## config.mk

```make
export PLATFORM = sky130hd
export DESIGN_NAME = nibble_mux_sched
export DESIGN_NICKNAME = d
export VERILOG_FILES = /design/src/rtl/nibble_mux_sched.sv
export SDC_FILE = /design/constraint.sdc
export NUM_CORES = 1
export LEC_CHECK = 0
export ABC_AREA = 1
export CAP_MARGIN = 30
export CORE_ASPECT_RATIO = 0.9
export CORE_MARGIN = 4
export CORE_UTILIZATION = 26
export DETAILED_ROUTE_END_ITERATION = 12
export MAX_ROUTING_LAYER = met4
export SLEW_MARGIN = 20
export SYNTH_ARGS = -nofsm -noshare
export SYNTH_HDL_FRONTEND = slang
export SYNTH_SLANG_ARGS = --single-unit
```

## constraint.sdc

```tcl
create_clock -name clk -period 2.15 [get_ports clk]
set_input_delay 0.645 -clock clk [delete_from_list [all_inputs] [get_ports clk]]
set_output_delay 0.645 -clock clk [all_outputs]
set_load 0.02 [all_outputs]
```

## src/rtl/nibble_mux_sched.sv

```systemverilog
// nibble_mux_sched
//
// Round-robin scheduler for two requesters that share one nibble-select mux.
// A granted requester's operand pair is latched and evaluated in a registered
// EXEC cycle:
//     lo = sel[0] ? B[3:0] : A[3:0]
//     hi = sel[1] ? B[7:4] : lo
//     C  = {hi, lo}
// where sel is the latched A[1:0]. The tagged result is then offered on a
// valid/ready port. If the result waits too long, it is dropped and a sticky
// error flag is raised.
//
// Optional macro NMS_SEL_OVERRIDE_EN adds two ports, cfg_sel_en and cfg_sel.
// When cfg_sel_en is high during EXEC, cfg_sel replaces A[1:0] as the select.
//
// Parameters:
//   TIMEOUT     cycles a result may wait in OUT for res_ready (0 = never drop)
//   CNT_W       timeout counter width, 2**CNT_W > TIMEOUT
//
// Ports:
//   clk, rst                 clock, async active-high reset
//   req_valid[1:0]           per-requester operand pair offered
//   req_ready[1:0]           one-hot accept pulse (combinational, IDLE only)
//   req0_a/b, req1_a/b       operand pairs (A[1:0] doubles as select)
//   res_valid/res_ready      result handshake
//   res_data, res_id         mux result and owning requester
//   busy                     transaction in flight
//   err_timeout, err_clr     sticky dropped-result flag and its clear
//   cfg_sel_en, cfg_sel      select override (NMS_SEL_OVERRIDE_EN only)
//
// state | meaning
// ------+-------------------------------------------------------------
// IDLE  | arbitrate; pulse req_ready to the winner and latch its operands
// EXEC  | evaluate the mux, register result and id, raise res_valid
// OUT   | hold the result until accepted or timed out

module nibble_mux_sched #(
    parameter int TIMEOUT = 16,
    parameter int CNT_W   = 5
) (
    input  logic       clk,
    input  logic       rst,
    input  logic [1:0] req_valid,
    output logic [1:0] req_ready,
    input  logic [7:0] req0_a,
    input  logic [7:0] req0_b,
    input  logic [7:0] req1_a,
    input  logic [7:0] req1_b,
    output logic       res_valid,
    input  logic       res_ready,
    output logic [7:0] res_data,
    output logic       res_id,
    output logic       busy,
    output logic       err_timeout,
    input  logic       err_clr
`ifdef NMS_SEL_OVERRIDE_EN
    ,
    input  logic       cfg_sel_en,
    input  logic [1:0] cfg_sel
`endif
);

    typedef enum logic [1:0] {
        S_IDLE = 2'd0,
        S_EXEC = 2'd1,
        S_OUT  = 2'd2
    } state_t;

    // A timeout fires in the OUT cycle whose counter value is TIMEOUT-1.
    // With TIMEOUT=0, the compare is forced off.
    localparam logic [CNT_W-1:0] CNT_LAST = (TIMEOUT == 0) ? '0 : CNT_W'(TIMEOUT - 1);

    state_t           state;
    logic             rr_ptr;
    logic [3:0]       op_a_lo;
    logic [7:0]       op_b;
    logic             op_id;
    logic [CNT_W-1:0] cnt;

    logic             gnt_any;
    logic             gnt_id;
    logic [1:0]       sel;
    logic [3:0]       mux_lo;
    logic [3:0]       mux_hi;
    logic             to_hit;
    logic             to_evt;

    // Only A[3:0] feeds the datapath; A[7:4] never reaches C.
    logic unused_a_hi;
    assign unused_a_hi = ^{req0_a[7:4], req1_a[7:4]};

    // Grant: a lone requester wins outright. On a tie, rr_ptr decides.
    always_comb begin
        gnt_any   = |req_valid;
        gnt_id    = (req_valid == 2'b11) ? rr_ptr : req_valid[1];
        req_ready = 2'b00;
        if (state == S_IDLE && gnt_any) begin
            req_ready = gnt_id ? 2'b10 : 2'b01;
        end
    end

    always_comb begin
        sel = op_a_lo[1:0];
`ifdef NMS_SEL_OVERRIDE_EN
        if (cfg_sel_en) begin
            sel = cfg_sel;
        end
`endif
        mux_lo = sel[0] ? op_b[3:0] : op_a_lo;
        mux_hi = sel[1] ? op_b[7:4] : mux_lo;
    end

    assign to_hit = (TIMEOUT != 0) && (cnt == CNT_LAST);
    assign to_evt = (state == S_OUT) && !res_ready && to_hit;
    assign busy   = (state != S_IDLE);

    always_ff @(posedge clk or posedge rst) begin
        if (rst) begin
            state       <= S_IDLE;
            rr_ptr      <= 1'b0;
            op_a_lo     <= 4'h0;
            op_b        <= 8'h00;
            op_id       <= 1'b0;
            cnt         <= '0;
            res_valid   <= 1'b0;
            res_data    <= 8'h00;
            res_id      <= 1'b0;
            err_timeout <= 1'b0;
        end else begin
            case (state)
                S_IDLE: begin
                    if (gnt_any) begin
                        op_a_lo <= gnt_id ? req1_a[3:0] : req0_a[3:0];
                        op_b    <= gnt_id ? req1_b : req0_b;
                        op_id   <= gnt_id;
                        state   <= S_EXEC;
                    end
                end
                S_EXEC: begin
                    res_data  <= {mux_hi, mux_lo};
                    res_id    <= op_id;
                    res_valid <= 1'b1;
                    cnt       <= '0;
                    state     <= S_OUT;
                end
                S_OUT: begin
                    // Whether accepted or dropped, the owner loses the next tie.
                    if (res_ready || to_hit) begin
                        res_valid <= 1'b0;
                        rr_ptr    <= ~res_id;
                        state     <= S_IDLE;
                    end else begin
                        cnt <= cnt + 1'b1;
                    end
                end
                default: begin
                    state <= S_IDLE;
                end
            endcase

            // A timeout in the same cycle as err_clr wins.
            if (to_evt) begin
                err_timeout <= 1'b1;
            end else if (err_clr) begin
                err_timeout <= 1'b0;
            end
        end
    end

endmodule
```

After elaboration in Yosys (flattened, before gate mapping)
Cells that the tools add are included.
W data, S select, Z words.

storage, ports and cells
  logic and storage cells = 50
  output and inout bits = 14
  register bits = 32
  bits of input ports = 38

cells by class
  bitwise logic cells = 1
  equality and inequality tests = 7
  reduce and logical (&&, ||, !) cells = 15
  mux-type cells = 16
  add/subtract/negate cells = 1

operators by type and width
  operator               number
  $mux W4                3
  $pmux W5 S2            1
  $reduce_and A2 Y1      5
  $mux W2                4
  $mux W8                1
  $pmux W2 S3            1
  $reduce_bool A2 Y1     3
  $add A5 B1 Y5 const B  1
  $eq A5 B4 Y1 const B   1
  $mux W5                1
  $eq A2 B2 Y1 const B   2
  $mux W1                4
  $ne A2 B2 Y1 const B   2
  $logic_and A1 B1 Y1    3
  $eq A2 B1 Y1 const B   1
  $logic_not A2 Y1       1
  $ne A2 B1 Y1 const B   1
  $pmux W1 S2            1
  $reduce_or A2 Y1       1
  $logic_not A1 Y1       1
  $logic_or A1 B1 Y1     1
  $not A1 Y1             1

Longest topological paths before layout
  depth in word-level cells = 4
  mapped depth = 10
  mapped depth without buffers = 10

Worst setup path after synthesis
OpenSTA, ideal clock, no wires.

  path kind = input to output
  start = input req_valid[1]
  end = output req_ready[0]
  setup slack = 0.108 ns
  stages = 4
  data required time = 1.505 ns
  path buffers = 2
  arrival time = 1.397 ns
  cells stage by stage = clkbuf_2 -> o21ai_4 -> buf_6 -> a21oi_1

on the way
  cells in the longest elaborated chain, start to end = 4
  elaborated cells between the ends (all ways) = 6
  those cells by class = eq/ne (1); mux (3); reduce/logical (2)

RTL lines
  what                line  source
  start: declaration  43    input logic [1:0] req_valid,
  $eq A2 B2 Y1        95    gnt_id = (req_valid == 2'b11) ? rr_ptr : req_valid[1];
  $mux W1             95
  $mux W2             98    req_ready = gnt_id ? 2'b10 : 2'b01;
  $mux W2 *           97    if (state == S_IDLE && gnt_any) begin
  end: declaration    44    output logic [1:0] req_ready,

Mark *: on every way between the ends. The rest lies on a longest branch, timed or not.

Worst setup path after layout
  start = input req_valid[0]
  end = output req_ready[1]

Same word-level chain as after synthesis.

==> results.ini <==
[synthesis]
yosysTopAreaCell = dfrtp_1
synthMuxAreaShare = 0
syn-instance-count = 188
yosysWarnings = 0
synthTopCellsByArea = dfrtp_1 51%, nand2_1 12%, nand3_1 9.8%
synth_compound_area_frac = 0.0633
yosysMostFrequentCell = nand2_1
async_flop_share = 1.00
ys_seq_area_frac = 0.507
yosys.area_share.simple = 0.342
synth_xor_area_frac = 0
synth_area_um2 = 1580
ys_ff_latch = 32
synthTopCellsByCount = 51 x nand2_1, 32 x dfrtp_1, 31 x nand3_1
syn_area_per_cell_um2 = 8.41
synth_top_area_frac = 0.507
synth_cell_type_count = 22
synth_flop_cell = dfrtp_1
synth_top_family_by_area = simple AND/OR/NAND/NOR gates
syn-num-nets = 228
synth_edf_count = 0
yosys.area_share.adder = 0.0158

[clocking]
htreeDepth = 2
path_clk_slew_ps = 70
numCtsBuffers = 5
clock_sinks = 32
postCtsSetupBuffers = 0
cts-root-buf = clkbuf_8
cts_hold_buf = 0
ctsResizeCount = 12
clock_latency_ps = 280
clockBufferDepth = 2
cts_tree = yes

[grt]
antenna_found_initial = 0
met2_usage = 0.201
grt_pass1_wl_um = 7120
first_global_vias = 1483
grt_max_degree = 33
track_usage = 0.126
use_met1 = 0.155
top_usage_layer = met2
grt-ovfl-total = 0
met3_usage = 0.0211

[setup_path]
max_stage_delay_ps = 270
required_ps = 1500
path_max_fanout = 3
crit_type = in -> out
arrival_ps = 1430
slowest_stage = clkdlybuf4s15_2
cp_cell_sequence = dlygate4sd2_1, nand2_2, nand2_2, nor2_1, clkdlybuf4s15_2
start_kind = input pin
critPathMostFrequentCell = nand2_2
end_kind = output pin

[power_and_ir_drop]
switching_share = 0.418
p_int_mw = 1.66
switchingPower_mw = 1.19
pwr-share-clk = 0.168
power.density_nw_per_um2 = 1300
leakagePower_nw = 1.02
vdd_drop_max_v = 0.000409
combPwrFrac = 0.462
p_seq_frac = 0.370

[detailed_routing]
dr.pass1.iters = 4
wl_um = 4110
drc = 0
drtIter0Drc = 63
wl_per_cell_um = 13.2
via_per_inst = 4.63
dr_total_vias = 1436
drtAntennaViolNets = 0

[floorplanning]
ioPinCount = 52
die-height_um = 82.0
die-width_um = 90.2
rows = 26
start_util = 0.273
die_area_um2 = 7390
core_um2 = 5790

[place]
gp_congestion = 0.786
numPortBuffers = 43
dp_hpwl_um = 3070
dp_slack_ps = -660

[job]
cap_violations = 0

[outcome]
status = completed

[sta]
final_max_slew_viol_count = 0
finalCritPeriodShare = 0.967
max_freq_mhz = 481
fin_crit_ps = 2080
timing.final.ws_setup_ps = 70.9
fin_skew_ps = 6.56
finalHoldViolations = 0
rsz0062_at_grt = no
setup_viol = 0
finalSetupTns_ps = 0
max_slew.worst_pin.slew_ps = 473
max_slew_margin = 0.684
whs_ps = 471

[final_layout]
num_antenna_cells = 0
nets = 279
syn_to_final_growth_pct = 39.2
nFillCells = 615
drive_gt1_frac = 0.138

[hold_path]
hold_class = reg -> reg

-- power by group through the flow --
stage / sequential, mW / combinational [mW] / clock (mW)
2_1_floorplan: 1.13 / 0.782 / 0
3_3_place_gp: 1.06 / 1.33 / 0
3_5_place_dp: 1.07 / 1.34 / 0
4_1_cts: 1.06 / 1.34 / 0.494
5_1_grt: 1.10 / 1.48 / 0.522
6_report: 1.06 / 1.32 / 0.478
-- area by class of cell --
type | count | area [µm²] | area share
clock buffers | 6 | 82.6 | 0.0375
clock inverters | 2 | 10.0 | 0.00455
inverters | 13 | 48.8 | 0.0222
multi-input cells | 134 | 669 | 0.304
flip-flops and latches | 32 | 801 | 0.364
well taps | 70 | 87.6 | 0.0398
repair buffers | 53 | 500 | 0.228
-- sequential cells by signal, summed over array words and instances (netlist names) --
| signal | flops |
|---|---|
| res_valid | 1 |
| res_data | 8 |
| op_id | 1 |
| res_id | 1 |
| rr_ptr | 1 |
| op_b | 8 |
| state | 2 |
| op_a_lo | 4 |
| cnt | 5 |
| err_timeout | 1 |
-- cell families after synthesis --
| kind of cell | Yosys count |
|---|---|
| DFF | 32 |
| AOI/OAI and AO/OA | 17 |
| adders and majority gates | 2 |
| and+or+nand+nor | 115 |
| buffers and inverters | 22 |
-- worst max-delay path: cells and delay by family --
kind | cells | cell delay, ps
buf+inv | 2 | 530
simple gates | 3 | 260
-- cells in the final DEF (no fill, tap or decap), types with 3 or more instances in the layout --
master           Yosys  final
dfrtp_1             32     32
clkdlybuf4s50_1      0     38
dlygate4sd2_1        0      3
a21oi_1              8      7
nand4_1             12     12
a31oi_1              3      3
inv_1               11     11
nand2_1             51     51
buf_4                3     11
o21ai_0              4      4
nand3_1             31     31
nor2_1              12     12
clkbuf_8             0      6
-- path summary, 6_finish.rpt --
kind | cells after the start | from | endpoint | slack, ps
max reg2reg | 10 | cnt[0]$_DFFE_PP0P_ | cnt[3]$_DFFE_PP0P_ | 390
max in group asynchronous | 3 | rst | cnt[2]$_DFFE_PP0P_ | 1110
min in group asynchronous | 3 | rst | res_data[3]$_DFFE_PP0P_ | 750
min | 2 | res_valid$_DFFE_PP0P_ | res_valid$_DFFE_PP0P_ | 470
min reg2reg | 2 | res_valid$_DFFE_PP0P_ | res_valid$_DFFE_PP0P_ | 470
max | 5 | req_valid[0] | req_ready[1] | 70
-- per-layer routing --
layer	up-vias	share of wire
met5	-	0
met4	0	0.022
met3	7	0.048
met2	44	0.44
met1	656	0.49
li1	729	-
-- through the flow --
stage	cell area (µm²)	power [mW]	utilization	instances
after global routing	2200	3.10	0.380	310
final	2200	2.86	0.380	310
after detailed placement	2110	2.41	0.364	302
after floorplan	1580	1.91	-	188
after CTS	2200	2.89	0.380	310
after global placement	2110	2.39	0.364	302
No activity file was read; power rests on OpenSTA's default activity.
